## src/rtl/all_pkgs.sv

```systemverilog
// rtl/all_pkgs.sv - shared width, NOP encoding and fetch FSM state type
package all_pkgs;

  localparam int WIDTH = 32;

  // addi x0, x0, 0
  localparam logic [WIDTH-1:0] NOP_INSTR = 32'h0000_0013;

  typedef enum logic [1:0] {
    BOOT = 2'd0,
    RUN  = 2'd1,
    HALT = 2'd2
  } fetch_state_t;

endpackage

```

## src/rtl/if_id_reg.sv

```systemverilog
// rtl/if_id_reg.sv - IF/ID pipeline register with load, hold and flush-to-bubble
module if_id_reg
  import all_pkgs::*;
(
  input  logic             clk,
  input  logic             rst_n,
  input  logic             load_i,
  input  logic             flush_i,
  input  logic [WIDTH-1:0] pc_i,
  input  logic [WIDTH-1:0] pc4_i,
  input  logic [WIDTH-1:0] instr_i,
  output logic             valid_o,
  output logic [WIDTH-1:0] pc_o,
  output logic [WIDTH-1:0] pc4_o,
  output logic [WIDTH-1:0] instr_o
);

  logic             valid_q, valid_d;
  logic [WIDTH-1:0] pc_q, pc_d;
  logic [WIDTH-1:0] pc4_q, pc4_d;
  logic [WIDTH-1:0] instr_q, instr_d;

  // Flush wins over load; with neither asserted the register holds.
  always_comb begin
    valid_d = valid_q;
    pc_d    = pc_q;
    pc4_d   = pc4_q;
    instr_d = instr_q;
    if (flush_i) begin
      valid_d = 1'b0;
      pc_d    = '0;
      pc4_d   = '0;
      instr_d = NOP_INSTR;
    end else if (load_i) begin
      valid_d = 1'b1;
      pc_d    = pc_i;
      pc4_d   = pc4_i;
      instr_d = instr_i;
    end
  end

  always_ff @(posedge clk or negedge rst_n) begin
    if (!rst_n) begin
      valid_q <= 1'b0;
      pc_q    <= '0;
      pc4_q   <= '0;
      instr_q <= NOP_INSTR;
    end else begin
      valid_q <= valid_d;
      pc_q    <= pc_d;
      pc4_q   <= pc4_d;
      instr_q <= instr_d;
    end
  end

  assign valid_o = valid_q;
  assign pc_o    = pc_q;
  assign pc4_o   = pc4_q;
  assign instr_o = instr_q;

endmodule

```

## src/rtl/fetch_unit.sv

```systemverilog
// rtl/fetch_unit.sv - PC register, next-PC selection and BOOT/RUN/HALT fetch FSM
module fetch_unit
  import all_pkgs::*;
#(
  parameter logic [WIDTH-1:0] RESET_PC   = 32'h0000_0000,
  parameter int               IMEM_DEPTH = 256
) (
  input  logic             clk,
  input  logic             rst_n,
  input  logic             stall_i,
  input  logic             redirect_i,
  input  logic [WIDTH-1:0] redirect_pc_i,
  output logic [WIDTH-1:0] imem_addr_o,
  input  logic [WIDTH-1:0] imem_instr_i,
  output logic             if_id_valid_o,
  output logic [WIDTH-1:0] if_id_pc_o,
  output logic [WIDTH-1:0] if_id_pc4_o,
  output logic [WIDTH-1:0] if_id_instr_o,
  output logic             misalign_o
);

  localparam logic [WIDTH-3:0] DEPTH_WORDS = (WIDTH-2)'(IMEM_DEPTH);

  fetch_state_t     state_q, state_d;
  logic [WIDTH-1:0] pc_q, pc_d;
  logic [WIDTH-1:0] pc_plus4;
  logic [WIDTH-1:0] redirect_target;
  logic             misalign_q, misalign_d;
  logic             ifid_load;
  logic             ifid_flush;
  logic             out_of_range;

  assign pc_plus4        = pc_q + 32'd4;
  assign redirect_target = {redirect_pc_i[WIDTH-1:2], 2'b00};
  assign out_of_range    = (pc_q[WIDTH-1:2] >= DEPTH_WORDS);

  always_comb begin
    state_d    = state_q;
    pc_d       = pc_q;
    misalign_d = 1'b0;
    ifid_load  = 1'b0;
    ifid_flush = 1'b0;
    unique case (state_q)
      BOOT: begin
        ifid_flush = 1'b1;
        state_d    = RUN;
      end
      RUN: begin
        if (redirect_i) begin
          pc_d       = redirect_target;
          ifid_flush = 1'b1;
          misalign_d = |redirect_pc_i[1:0];
        end else if (out_of_range) begin
          // Fetching past the ROM parks the front end until a redirect.
          ifid_flush = 1'b1;
          state_d    = HALT;
        end else if (!stall_i) begin
          ifid_load = 1'b1;
          pc_d      = pc_plus4;
        end
      end
      HALT: begin
        ifid_flush = 1'b1;
        if (redirect_i) begin
          pc_d       = redirect_target;
          misalign_d = |redirect_pc_i[1:0];
          state_d    = RUN;
        end
      end
      default: begin
        ifid_flush = 1'b1;
        state_d    = BOOT;
      end
    endcase
  end

  always_ff @(posedge clk or negedge rst_n) begin
    if (!rst_n) begin
      state_q    <= BOOT;
      pc_q       <= RESET_PC;
      misalign_q <= 1'b0;
    end else begin
      state_q    <= state_d;
      pc_q       <= pc_d;
      misalign_q <= misalign_d;
    end
  end

  assign imem_addr_o = pc_q;
  assign misalign_o  = misalign_q;

  if_id_reg u_if_id_reg (
    .clk     (clk),
    .rst_n   (rst_n),
    .load_i  (ifid_load),
    .flush_i (ifid_flush),
    .pc_i    (pc_q),
    .pc4_i   (pc_plus4),
    .instr_i (imem_instr_i),
    .valid_o (if_id_valid_o),
    .pc_o    (if_id_pc_o),
    .pc4_o   (if_id_pc4_o),
    .instr_o (if_id_instr_o)
  );

endmodule

```

## config.mk

```make
export PLATFORM = sky130hd
export DESIGN_NAME = fetch_unit
export DESIGN_NICKNAME = d
export VERILOG_FILES = /design/src/rtl/all_pkgs.sv /design/src/rtl/if_id_reg.sv /design/src/rtl/fetch_unit.sv
export SDC_FILE = /design/constraint.sdc
export NUM_CORES = 1
export LEC_CHECK = 0
export CORE_ASPECT_RATIO = 2
export CORE_MARGIN = 8
export CORE_UTILIZATION = 51
export CTS_BUF_LIST = sky130_fd_sc_hd__clkbuf_8
export DETAILED_ROUTE_END_ITERATION = 10
export MAX_ROUTING_LAYER = met4
export PLACE_DENSITY = 0.95
export SYNTH_ARGS = -nofsm -noshare
export SYNTH_HDL_FRONTEND = slang
export SYNTH_SLANG_ARGS = --single-unit
```

## constraint.sdc

```tcl
create_clock -name clk -period 3.9 [get_ports clk]
set_input_delay 0.585 -clock clk [delete_from_list [all_inputs] [get_ports clk]]
set_output_delay 0.585 -clock clk [all_outputs]
set_load 0.03 [all_outputs]
```

Word level (Yosys, flattened, before mapping)
Cells that the tools add are included.
- flip-flop bits (word level): 132
- word-level logic and storage cells: 49
- output and inout port bits: 130
- input bits: 68
- equal/unequal tests: 7
- add/subtract/negate cells: 1
- reductions and logical operators: 7
- magnitude comparators: 1
- multiplexer cells: 26
- operators by type and width (cell ; count):
    $mux W32 ; 10
    $pmux W32 S2 ; 1
    $add A32 B3 Y32 const B ; 1
    $ge A30 B9 Y1 const B ; 1
    $mux W1 ; 11
    $mux W2 ; 3
    $ne A2 B2 Y1 const B ; 3
    $ne A3 B3 Y1 const B ; 2
    $pmux W2 S3 ; 1
    $reduce_and A4 Y1 ; 1
    $reduce_bool A2 Y1 ; 2
    $reduce_or A2 Y1 ; 2
    $reduce_and A3 Y1 ; 1
    $eq A2 B1 Y1 const B ; 1
    $eq A2 B2 Y1 const B ; 1
    $logic_not A2 Y1 ; 1

Longest topological paths before layout
- depth after elaboration: 6
- gate-level depth with buffers: 8
- gate-level depth less buffers: 6

Modules after synthesis
Synthesis repeated with hierarchy kept, for this count alone.
- cells, all modules: 582
- area total of the unflattened synthesis: 6198.4 µm²
- by module, submodules not included (module ; area an instance (µm²) ; times used ; cells an instance ; sequential area each (µm²)):
    if_id_reg ; 3923.8 ; 1 ; 313 ; 2431.1
    fetch_unit ; 2274.7 ; 1 ; 269 ; 825.8

Worst setup path before layout
OpenSTA, ideal clock, no wires.
- path kind: reg2reg
- from: register pc_q[20] (netlist: imem_addr_o[20])
- to: register u_if_id_reg.pc_q[6] (netlist: u_if_id_reg.pc_o[6])
- path buffers: 2
- arrival: 1974 ps
- cell stages (with the launch flop): 7
- library setup time: 71 ps
- required time: 3829 ps
- clock period less this slack: 2045 ps
- slack: 1855 ps
- path through: dfrtp_1 > nor4_2 > nand2_2 > or4_1 > buf_4 > buf_8 > nor2_4
- longest elaborated chain between the ends: 5
- elaborated cells on any way between the ends: 9
- those cells by class: order compare (1); mux (7); reduce/logical (1)
- ends and longest elaborated chain (item ; line ; source):
    start: declaration ; fetch_unit.sv:25 ; logic [WIDTH-1:0] pc_q, pc_d;
    start signal: assignment ; fetch_unit.sv:84 ; pc_q <= pc_d;
    $ge A30 B9 Y1 (*) ; fetch_unit.sv:35 ; assign out_of_range = (pc_q[WIDTH-1:2] >= DEPTH_WORDS);
    $mux W1 ; fetch_unit.sv:53 ; end else if (out_of_range) begin
    $mux W1 ; fetch_unit.sv:49 ; if (redirect_i) begin
    $mux W1 ; fetch_unit.sv:43 ; unique case (state_q)
    $mux W32 or $reduce_bool A2 Y1 (tied branches) ; -- ;
    end signal: assignment ; if_id_reg.sv:50 ; pc_q <= pc_d;
    end: declaration ; if_id_reg.sv:19 ; logic [WIDTH-1:0] pc_q, pc_d;
Every way passes the cells marked *; elsewhere a longest branch is shown, timed or not.
A chain may end at the register's enable or synchronous reset.

Final worst setup path
- from: register state_q[0]
- to: register pc_q[20] (netlist: imem_addr_o[20])
- longest elaborated chain between the ends: 3
- elaborated cells on any way between the ends: 8
- those cells by class: eq/ne (5); mux (1); reduce/logical (2)
- ends and longest elaborated chain (item ; line ; source):
    start: declaration ; fetch_unit.sv:24 ; fetch_state_t state_q, state_d;
    start signal: assignment ; fetch_unit.sv:83 ; state_q <= state_d;
    $eq A2 B1 Y1 or $eq A2 B2 Y1 (tied branches) ; fetch_unit.sv:43 ;
    $ne A3 B3 Y1 (no source line), or another cell as far along ; -- ;
    $reduce_and A4 Y1 (no source line) ; -- ;
Several ways; a longest one is shown, not always the timed one.

==> impl_metrics.ini <==
[synth]
synth_top_cell_by_area = dfrtp_1
yosys-top-cells-area = dfrtp_1, mux2i_1, and3_1
ys_warn_count = 0
yosysSeqAreaShare_pct = 55.4
synth_edf_count = 0
synth_top_area_share_pct = 54.0
synth.most_common_cell = dfrtp_1
synth_area_mm2 = 0.00570
synth.avg_cell_area_um2 = 11.2
syn_inst = 510
yosys-top-cells-count = dfrtp_1, mux2i_1, and3_1, clkbuf_1
ys_types = 50
synth_flop_cell = dfrtp_1
synthArstFlopShare_pct = 100
synth-seq-cells = 126

[worst_setup_path]
cp_data_required_time_ns = 4.22
worst_setup_path_start_kind = flip-flop
crit_type = flip-flop to flip-flop
end_kind = flip-flop
arrival_ns = 2.95
crit_fanout = 19

[layout]
drive_above_1_share_pct = 12.0
instances_no_fill = 840
nets = 759
syn2layout_area_growth_pct = 42.1

[floorplan]
die_h_um = 166
initial_utilization_pct = 52.4
die_width_um = 90.8
die_area_mm2 = 0.0150
core-area_mm2 = 0.0109
rows = 54
io_pins = 198

[placement]
hpwl_mm = 12.9
port_buffers = 191
numPlacedInstances = 807
place_ws_ns = 1.27
finalWeightedCongestion = 0.882

[clock_network]
htreeDepth = 4
cts_tree = yes
cts_setup_buffers = 0
hold_buffers = 0
root_buffer = clkbuf_8
cts.clk_slew.worst_paths_ns = 0.08
numClockSinks = 126
cts_resized = 0
cts_buffers = 17
clock_latency_ns = 0.42
cts_buffer_depth = 2

[power]
p_sw_share_pct = 36.8
peakVddDrop_uv = 499
p_seq_share_pct = 39.4
p_leak_nw = 3.64
p_clk_share_pct = 30.5
p_sw_mw = 1.58
powerDensity_mw_per_mm2 = 531
combPwrFrac_pct = 30.1
p_int_mw = 2.72
p_total_mw = 4.31

[timing]
min_period_ns = 2.63
worst_pin_slew_ns = 0.743
rsz0062_at_grt = no
finalCritPeriodShare_pct = 67.5
fin_setup_tns_ns = 0
max_freq_mhz = 380
setup_viol_count_final = 0
setup_ws_ns = 1.27
skew_ns = 0.0121
slew_headroom_pct = 50.4
drv_slew = 0
hold_violations = 0

[routing]
vias_per_cell = 5.78
highest_layer = met4
drtIter0Drc = 299
routed_wl_mm = 17.4
vias = 4854
first_pass_iters = 8
dr_wl_met2_mm = 9.14
routedWlPerCell_um = 20.7
drc = 0
wl_met1_mm = 6.22
wl_met3_mm = 1.22
ant_nets = 0

[grt]
grt_first_pass_wirelength_mm = 27.6
grt_max_degree = 70
grt_pass1_vias = 5110
grt_overflow_total = 0
track_usage_pct = 23.9
antenna_found_initial = 0

[run]
cap_violations = 0

[worst_hold_path]
hold_path_class = input port to async pin

[outcome]
status = completed
## final timing paths
check                                         end             startpoint  slack, ns  depth (start not counted)
min in group clk            u_if_id_reg.pc4_o[28]  u_if_id_reg.pc4_o[28]       0.52                          1
hold reg to reg             u_if_id_reg.pc4_o[28]  u_if_id_reg.pc4_o[28]       0.52                          1
setup / recovery                  imem_addr_o[20]             state_q[0]       1.27                          6
hold / removal                u_if_id_reg.pc_o[3]                  rst_n       0.15                          1
max in group asynchronous  u_if_id_reg.instr_o[1]                  rst_n       2.79                          2
setup reg to reg                  imem_addr_o[20]             state_q[0]       1.27                          6
## power by group through the flow
| stage | Sequential, mW | Clock (mW) | Combinational (mW) |
|---|---|---|---|
| final | 1.70 | 1.31 | 1.30 |
| after global routing | 1.72 | 1.39 | 1.39 |
| after CTS | 1.69 | 1.34 | 1.29 |
| after detailed placement | 1.71 | 0 | 1.28 |
| after global placement | 1.70 | 0 | 1.24 |
| after floorplan | 1.83 | 0 | 0.592 |
## layout make-up
| class | count | area (µm²) |
|---|---|---|
| sequential | 126 | 3160 |
| fill | 745 | 2780 |
| multi-input combinational | 333 | 2300 |
| timing repair buffer | 199 | 1970 |
| clock buffer | 17 | 234 |
| clock inverter | 15 | 233 |
| tap | 140 | 175 |
| inverter | 9 | 33.8 |
| antenna | 1 | 2.50 |
## stage by stage
stage | cell area [µm²] | hold slack, ns | utilization [%]
after floorplan | 5720 | 0.289 | -
after global placement | 7630 | 0.498 | 70.2
after detailed placement | 7630 | 0.501 | 70.2
final | 8100 | 0.151 | 74.5
after global routing | 8100 | 0.188 | 74.5
after CTS | 8100 | 0.159 | 74.5
## kinds of logic after synthesis
logic type               synth area share (%)
XOR/XNOR                                 1.08
AND/OR/NAND/NOR                          19.4
AO/OA/AOI/OAI                            10.2
other                                  0.0658
flip-flops                               55.4
multiplexers                             8.08
adder cells (fa/ha/maj)                  1.10
buffers and inverters                    4.76
## layer usage
metal / track usage (%) / up-vias
met5: - / -
met4: 13.4 / 0
met3: 5.89 / 56
met2: 40.2 / 279
met1: 25.3 / 2355
li1: - / 2164
## cells in the final DEF, fill, tap and decap left out, drive strengths merged, types with 2 or more instances in the layout
cell type and n:
a21oi 14, buf 10, o21ai 20, nor3b 4, clkinv 4, bufinv 5, and3 44, nor4 8
nand2b 9, nand2 27, mux2i 46, inv 14, clkbuf 17, nand3 10, nand4 10, dfrtp 123
ha 5, conb 6, o311a 2, dfstp 3, and4 4, o21a 3, a31oi 3, clkdlybuf4s50 189
o211ai 13, o31a 3, xnor2 7, nor2 57, o211a 5, o41ai 2, o22ai 5, or4 3
a211o 3, nor3 6, o311ai 6
## sequential cells by signal, summed over array words and instances (netlist names)
signal / count
imem_addr_o: 30
misalign_o: 1
state_q: 2
u_if_id_reg.instr_o: 32
u_if_id_reg.pc4_o: 30
u_if_id_reg.pc_o: 30
u_if_id_reg.valid_o: 1
## worst max-delay path, cell delays in order (launching register included)
cell and delay [ns]:
dfrtp_1 0.40, inv_1 0.10, ha_1 0.39, nor2_1 0.20, nand4_2 0.45, o21a_1 0.60, a211o_1 0.38
Power figures use the tool's default switching activity.
